<file path="config.mk">
export PLATFORM = sky130hd
export DESIGN_NAME = sound_sequencer
export DESIGN_NICKNAME = d
export VERILOG_FILES = /design/src/rtl/sound_pkg.sv /design/src/rtl/sound_melody_rom.sv /design/src/rtl/sound_sequencer.sv
export SDC_FILE = /design/constraint.sdc
export NUM_CORES = 1
export LEC_CHECK = 0
export CORE_MARGIN = 2
export CORE_UTILIZATION = 52
export CTS_CLUSTER_SIZE = 16
export DETAILED_ROUTE_END_ITERATION = 10
export GPL_TIMING_DRIVEN = 0
export HOLD_SLACK_MARGIN = 0.15
export PLACE_DENSITY = 0.82
export SYNTH_ARGS = -nofsm -noshare
export SYNTH_HDL_FRONTEND = slang
export SYNTH_SLANG_ARGS = --single-unit
</file>
<file path="constraint.sdc">
create_clock -name clk -period 3.5 [get_ports clk]
set_clock_uncertainty 0.2 [all_clocks]
set_input_delay 0.7 -clock clk [delete_from_list [all_inputs] [get_ports clk]]
set_output_delay 0.7 -clock clk [all_outputs]
set_load 0.02 [all_outputs]
</file>
<file path="src/rtl/sound_pkg.sv">
// Shared types and constants for the billiard game's melody sequencer.
// Melody encodings double as priority values: a larger value preempts a smaller one.
package sound_pkg;

   typedef enum logic [1:0] {
      MEL_NONE   = 2'd0,
      MEL_HIT    = 2'd1,
      MEL_POCKET = 2'd2,
      MEL_WIN    = 2'd3
   } melody_t;

   localparam logic [3:0] END_NOTE = 4'hF;

   typedef enum logic {
      S_IDLE,
      S_PLAY
   } seq_state_t;

endpackage

</file>
<file path="src/rtl/sound_melody_rom.sv">
// Fixed melody table: semitone index for each melody and slot.
// END_NOTE marks the end of a melody that is shorter than four notes.
module sound_melody_rom
   import sound_pkg::*;
(
   input  melody_t    melody,
   input  logic [1:0] slot,
   output logic [3:0] note
);

   always_comb begin
      note = END_NOTE;
      unique case (melody)
         MEL_HIT: begin
            case (slot)
               2'd0:    note = 4'd7;
               default: note = END_NOTE;
            endcase
         end
         MEL_POCKET: begin
            case (slot)
               2'd0:    note = 4'd4;
               2'd1:    note = 4'd7;
               2'd2:    note = 4'd11;
               default: note = END_NOTE;
            endcase
         end
         MEL_WIN: begin
            case (slot)
               2'd0:    note = 4'd0;
               2'd1:    note = 4'd4;
               2'd2:    note = 4'd7;
               default: note = 4'd11;
            endcase
         end
         default: note = END_NOTE;
      endcase
   end

endmodule

</file>
<file path="src/rtl/sound_sequencer.sv">
// Event-driven melody player: picks the highest-priority game event and steps
// through its melody, one note per NOTE_TICKS ticks, with registered outputs.
module sound_sequencer
   import sound_pkg::*;
#(
   parameter int NOTE_TICKS = 6,
   parameter int MEL_LEN    = 4
) (
   input  logic       clk,
   input  logic       resetN,
   input  logic       tick,
   input  logic       hitEvent,
   input  logic       pocketEvent,
   input  logic       winEvent,
   output logic       anySound,
   output logic [3:0] toneIndex,
   output logic       busy,
   output logic       soundDone
);

   seq_state_t state, nextState;
   melody_t    melody, nextMelody, eventMelody;
   logic [1:0] slot, nextSlot, slotPlusOne;
   logic [3:0] tickCnt, nextTickCnt;
   logic [3:0] nextNote, followingNote;
   logic       nextDone, lastTick, melodyEnds;

   always_comb begin
      if (winEvent)
         eventMelody = MEL_WIN;
      else if (pocketEvent)
         eventMelody = MEL_POCKET;
      else if (hitEvent)
         eventMelody = MEL_HIT;
      else
         eventMelody = MEL_NONE;
   end

   assign slotPlusOne = slot + 2'd1;

   // One ROM port looks ahead for the end marker, the other feeds the output register.
   sound_melody_rom endRom (
      .melody (melody),
      .slot   (slotPlusOne),
      .note   (followingNote)
   );

   sound_melody_rom noteRom (
      .melody (nextMelody),
      .slot   (nextSlot),
      .note   (nextNote)
   );

   assign lastTick   = tick && (tickCnt == 4'(NOTE_TICKS - 1));
   assign melodyEnds = lastTick &&
                       ((({1'b0, slot} + 3'd1) == 3'(MEL_LEN)) || (followingNote == END_NOTE));

   always_ff @(posedge clk or negedge resetN) begin
      if (!resetN) begin
         state   <= S_IDLE;
         melody  <= MEL_NONE;
         slot    <= 2'd0;
         tickCnt <= 4'd0;
      end else begin
         state   <= nextState;
         melody  <= nextMelody;
         slot    <= nextSlot;
         tickCnt <= nextTickCnt;
      end
   end

   // An incoming event always beats a tick or a natural end in the same cycle.
   always_comb begin
      nextState   = state;
      nextMelody  = melody;
      nextSlot    = slot;
      nextTickCnt = tickCnt;
      nextDone    = 1'b0;
      unique case (state)
         S_IDLE: begin
            if (eventMelody != MEL_NONE) begin
               nextState   = S_PLAY;
               nextMelody  = eventMelody;
               nextSlot    = 2'd0;
               nextTickCnt = 4'd0;
            end
         end
         S_PLAY: begin
            if ((eventMelody > melody) || ((eventMelody != MEL_NONE) && melodyEnds)) begin
               nextMelody  = eventMelody;
               nextSlot    = 2'd0;
               nextTickCnt = 4'd0;
            end else if (melodyEnds) begin
               nextState   = S_IDLE;
               nextMelody  = MEL_NONE;
               nextSlot    = 2'd0;
               nextTickCnt = 4'd0;
               nextDone    = 1'b1;
            end else if (lastTick) begin
               nextSlot    = slotPlusOne;
               nextTickCnt = 4'd0;
            end else if (tick) begin
               nextTickCnt = tickCnt + 4'd1;
            end
         end
         default: nextState = S_IDLE;
      endcase
   end

   always_ff @(posedge clk or negedge resetN) begin
      if (!resetN) begin
         anySound  <= 1'b0;
         busy      <= 1'b0;
         toneIndex <= 4'd0;
         soundDone <= 1'b0;
      end else begin
         anySound  <= (nextState == S_PLAY);
         busy      <= (nextState == S_PLAY);
         toneIndex <= (nextState == S_PLAY) ? nextNote : 4'd0;
         soundDone <= nextDone;
      end
   end

endmodule

</file>
# After elaboration in Yosys (flattened, before gate mapping)
# Cells that the tools add are included.
[totals] mem_bits_rw=0 in_bits=6 mem_count=0 latchBits=0 elab_cells=69 romBits=0 reg_bits=14
[classes] multipliers=0 muxes=34 bitwise_logic=1 n_shift=0 reduce_logical=9 order_cmp=1 add_sub_neg=3 n_eq_ne=15 div_mod_pow=0
[ops] operator="$pmux 4 s3" count=6
[ops] operator="$mux 4" count=8
[ops] operator="$mux 2" count=9
[ops] operator="$eq 2x2->1 const B" count=6
[ops] operator="$eq 2x1->1 const B" count=4
[ops] operator="$pmux 2 s2" count=2
[ops] operator="$pmux 4 s2" count=1
[ops] operator="$mux 1" count=7
[ops] operator="$ne 5x2->1 const B" count=1
[ops] operator="$add 4x1->4 const B" count=1
[ops] operator="$eq 4x3->1 const B" count=1
[ops] operator="$eq 4x4->1 const B" count=1
[ops] operator="$logic_not 2->1" count=2
[ops] operator="$add 2x1->3 const B" count=1
[ops] operator="$eq 3x3->1 const B" count=1
[ops] operator="$logic_and 1x1->1" count=3
[ops] operator="$add 2x1->2 const B" count=1
[ops] operator="$gt 2x2->1" count=1
[ops] operator="$logic_or 1x1->1" count=2
[ops] operator="$ne 2x2->1 const B" count=1
[ops] operator="$pmux 1 s2" count=1
[ops] operator="$reduce_and 2->1" count=1
[ops] operator="$reduce_bool 2->1" count=1
[ops] operator="$not 1->1" count=1

# Depth between registers and ports, before layout
[depth] ltp_word=15 depth_mapped=13 ltp_nobuf=13

# Modules after synthesis
# Synthesis repeated with hierarchy kept, for this count alone.
[hier_totals] hier_cells=116 hier_area_um2=1031.0
[modules_own_cells] module="sound_sequencer" area_per_inst_um2=778.2 n_inst=1 seq_area_each_um2=350.3 cells_each=82
[modules_own_cells] module="sound_melody_rom" area_per_inst_um2=126.4 n_inst=2 seq_area_each_um2=0.0 cells_each=17

# Worst setup path after synthesis
# OpenSTA, ideal clock, no wires.
[synth_path] path_kind="input to register" from="in pocketEvent" to="reg toneIndex[2]" path_buffers=0 arrival_time_ns=2.755 required_time_ns=3.235 stages=9 setup_ns=0.065 path_slack_ns=0.480 path_cell_list="or2_2 ha_1 and3_1 a21oi_1 or3_1 o21ai_0 ha_1 mux2i_1 o21a_1"
[synth_via] elab_chain_len=11 elab_cells_between_ends=25 cone_classes="1 x order compare; 5 x eq/ne; 15 x mux; 4 x reduce/logical"
[synth_lines] element="start: declaration" line_no="sound_sequencer.sv:13" rtl="input logic pocketEvent,"
[synth_lines] element="$mux 2 (*)" line_no="sound_sequencer.sv:31" rtl="else if (pocketEvent)"
[synth_lines] element="$mux 2 (*)" line_no="sound_sequencer.sv:29" rtl="if (winEvent)"
[synth_lines] element="branches (longest 4 deep; another with $gt 2x2->1)"
[synth_lines] element="$pmux 2 s2 (*)" line_no="sound_sequencer.sv:79" rtl="unique case (state)"
[synth_lines] element="named net nextSlot[1]" line_no="sound_sequencer.sv:23" rtl="logic [1:0] slot, nextSlot, slotPlusOne;"
[synth_lines] element="$eq 2x2->1 (tied with other cells)" line_no="sound_melody_rom.sv:21, sound_melody_rom.sv:29"
[synth_lines] element="$pmux 4 s3, on equally long branches" line_no="sound_melody_rom.sv:29, sound_melody_rom.sv:21"
[synth_lines] element="$pmux 4 s3 (*)" line_no="sound_melody_rom.sv:13" rtl="unique case (melody)"
[synth_lines] element="$mux 4 (*)" line_no="sound_sequencer.sv:119" rtl="toneIndex <= (nextState == S_PLAY) ? nextNote : 4'd0;"
[synth_lines] element="end signal: assignment" line_no="sound_sequencer.sv:119"
[synth_lines] element="end: declaration" line_no="sound_sequencer.sv:16" rtl="output logic [3:0] toneIndex,"
# Mark *: on every way through the listed nets, which the timed path passes.
# A chain may end at the register's enable or synchronous reset.

# Worst setup path after layout
[layout_path] from="in pocketEvent" to="reg toneIndex[3]"
[layout_via] elab_chain_len=11 elab_cells_between_ends=26 cone_classes="1 x order compare; 5 x eq/ne; 16 x mux; 4 x reduce/logical"
[layout_lines] element="$mux 2 (*)" line_no="sound_sequencer.sv:31"
[layout_lines] element="$mux 2 (*)" line_no="sound_sequencer.sv:29"
[layout_lines] element="branches (longest 8 deep; another with $gt 2x2->1)"
[layout_lines] element="$mux 4 (*)" line_no="sound_sequencer.sv:119"
# Every way passes the cells marked *.

==> results.py <==
metrics = {
    "outcome": {
        "run_status": "finished, final reports clean",
    },
    "clock_tree": {
        "cts_sinks": 13,
        "root_buffer": "clkbuf_4",
        "cts_setup_buffers": 0,
        "ctsLongestPathBuffers": 2,
        "tritoncts_clock_tree": "built",
        "insertion_delay_ns": 0.28,
        "holdBufCountCts": 0,
        "cts.htree.levels": 1,
        "clk_transition_reported_paths_ns": 0.08,
        "numCtsBuffers": 3,
    },
    "place": {
        "finalWeightedCongestion": 0.7566,
        "placed_area_um2": 998.5,
        "place.port_buffers": 12,
        "place.detailed.hpwl_um": 1201,
    },
    "yosys": {
        "syn_inst": 85,
        "yosysTopAreaCellShare": 0.3790,
        "synth_top_cells_by_area": "dfrtp_1 (38%), ha_1 (17%), o21a_1 (4.4%)",
        "synth.cell_area_um2": 858.3,
        "async_reset_ff_frac": 1.000,
        "synth_enable_flop_cells": 0,
        "synthesis.yosys.warnings": 0,
        "synth.net_count": 103,
        "postSynth.topFlopCell": "dfrtp_1",
        "post_synth_cell_types": 30,
        "synth_seq_area_share": 0.3790,
        "synth.ff_latch_count": 13,
        "avgSynthCellArea_um2": 10.10,
        "synth_area_leader_cell": "dfrtp_1",
    },
    "critical_path": {
        "worstPathArrival_ns": 3.27,
        "worstSetupPathType": "in -> reg",
        "cp_max_fo": 4,
        "path_buf_inv": 2,
        "worstPathCellList": "clkdlybuf4s50_1, or2_2, ha_1, and3_1, a21oi_1, or3_1, o21a_1, ha_1, inv_1, nor2_1, o311a_1",
        "worstPathRequired_ns": 3.47,
        "startpoint_type": "input port",
        "critical_path.most_common_cell": "ha_1",
        "critPathCaptureType": "flop",
        "critical_path.max_stage_delay_ns": 0.43,
        "cpLargestDelayFamily": "simple AND/OR/NAND/NOR gates",
        "worst_path_max_delay_cell": "clkdlybuf4s50_1",
    },
    "hold_path": {
        "min-delay-path-class": "reg -> reg",
    },
    "power_and_ir_drop": {
        "vdd_drop_max_mv": 0.5451,
        "static-leakage-power_nw": 0.4684,
        "powerDensity_nw_per_um2": 691.3,
        "internal_power_uw": 431.7,
        "clkPwrFrac": 0.133,
        "net_sw_frac": 0.3906,
        "power_frac_comb": 0.538,
        "p_sw_uw": 276.7,
        "p_seq_frac": 0.329,
    },
    "die": {
        "core_region_area_um2": 1524,
        "io_pins": 13,
        "initial_core_util": 0.5632,
        "row_count": 14,
        "die_width_um": 44.63,
        "floorplan.die.height_um": 44.63,
        "die-area_um2": 1991,
    },
    "cells_and_area": {
        "layout.cell_area.non_filler_um2": 1025,
        "mostFrequentLayoutCells": "dfrtp_1 (13), ha_1 (12), clkdlybuf4s50_1 (12)",
        "layout_stage_area_growth_over_the_synthesis_result_pct": 19.39,
        "antenna_cells": 0,
        "final_core_density": 0.6724,
        "fin_nets": 120,
        "drive_gt1_frac": 0.08911,
        "layout_commonest_cell": "dfrtp_1",
    },
    "timing": {
        "setup-tns-final_ns": 0,
        "grt_setup_unrepaired": "false",
        "hold_violations": 0,
        "worst_pin_slew_ns": 0.5626,
        "timing_max_transition_violations_final": 0,
        "layout_min_cycle_time_ns": 3.302,
        "final_min_period_over_clock_period": 0.9434,
        "timing.slew.headroom": 0.6237,
        "fmax_mhz": 302.9,
        "timing.hold.ws_ns": 0.3621,
        "timing.final.setup_violations": 0,
    },
    "routing": {
        "post_drt_via_cell_ratio": 5.547,
        "routed_wire_length_per_instance_um": 12.66,
        "postRouteAntennaNets": 0,
        "initialDrtViolationCount": 5,
        "routed_wirelength_um": 1481,
        "first_pass_drt_iterations": 4,
        "route.vias.total": 649,
        "drcViolationCount": 0,
    },
    "global_route": {
        "grt_first_pass_wirelength_um": 2573,
        "groute.usage.overall": 0.1823,
        "grt_antenna_before_repair": 0,
        "gr-total-overflow": 0,
        "grt_max_degree": 14,
        "number_of_global_route_vias_before_repair": 600,
    },
    "run": {
        "maxcap_violations": 0,
    },
}
routing by layer:
metal	track usage	share of wire	vias to the layer above
li1	-	-	327
met2	0.2870	0.46	19
met1	0.2396	0.46	301
met5	0	0	-
met4	0.07273	0.014	0
met3	0.04490	0.060	2
final timing paths:
kind / from / endpoint / slack, ns / cells past startpoint
max in group asynchronous: resetN / slot[0] / 2.15 / 1
worst min-delay path: tickCnt[3] / tickCnt[3] / 0.36 / 2
worst max-delay path: pocketEvent / toneIndex[3] / 0.20 / 11
worst min register to register: tickCnt[3] / tickCnt[3] / 0.36 / 2
min in group asynchronous: resetN / toneIndex[1] / 0.58 / 1
worst max register to register: slot[0] / toneIndex[3] / 0.51 / 8
what timing repair did:
item | 4_1_cts | 5_1_grt
resized for setup | 0 | 1
setup endpoints to repair | 0 | 3
endpoints found under the hold margin | 0 | 0
state kept, by name, summed over array words and instances (netlist names):
signal,flops
busy,1
melody,2
slot,2
soundDone,1
tickCnt,4
toneIndex,3
cell type report:
class,instances,area (um2)
well taps,16,20.02
repair buffers,12,120.1
flip-flops and latches,13,325.3
inverters,9,33.78
plain buffers,2,15.01
multi-input cells,61,484.2
clock buffers,4,26.28
fillers,119,499.2
power by group through the flow:
stage               combinational (mW)  sequential [mW]  clock [mW]
floorplan                        0.263            0.249           0
global placement                 0.371            0.234           0
detailed placement               0.382            0.235           0
CTS                              0.386            0.232      0.0960
global route                     0.428            0.239       0.102
finish                           0.381            0.233      0.0940
worst min-delay path: stages, from the launching register on:
cell and delay, ns:
dfrtp_1 0.38, xor2_1 0.07, nor2_1 0.08
cells by family after synthesis:
kind of cell               after synthesis  share of synthesized area
xor gates and xnor gates                 3                    0.03062
muxes                                    3                    0.03644
AOI/OAI and AO/OA                       19                     0.1749
DFF                                     13                     0.3790
buffers and inverters                   11                    0.05684
and+or+nand+nor                         24                     0.1473
adders and majority gates               12                     0.1749
synthesized netlist by cell type, types with 2 or more instances:
library cell	number
or3_1	2
buf_4	2
a21oi_1	2
nand4b_1	2
o21ai_0	3
xor2_1	2
o21a_1	5
ha_1	12
dfrtp_1	13
nor2_1	7
o22ai_1	2
inv_1	9
mux2i_1	2
a21o_1	2
nand2_1	5
metrics by stage:
| step | power [mW] | std cells | worst slack, ns |
|---|---|---|---|
| 5_1_grt | 0.7684 | 117 | 0.03528 |
| 3_5_place_dp | 0.6177 | 113 | -0.1842 |
| 3_3_place_gp | 0.6052 | 113 | -0.1694 |
| 6_report | 0.7084 | 117 | 0.1980 |
| 4_1_cts | 0.7145 | 117 | 0.09482 |
| 2_1_floorplan | 0.5126 | 85 | 0.4796 |
Note: power is estimated with default switching activity, not from simulation.
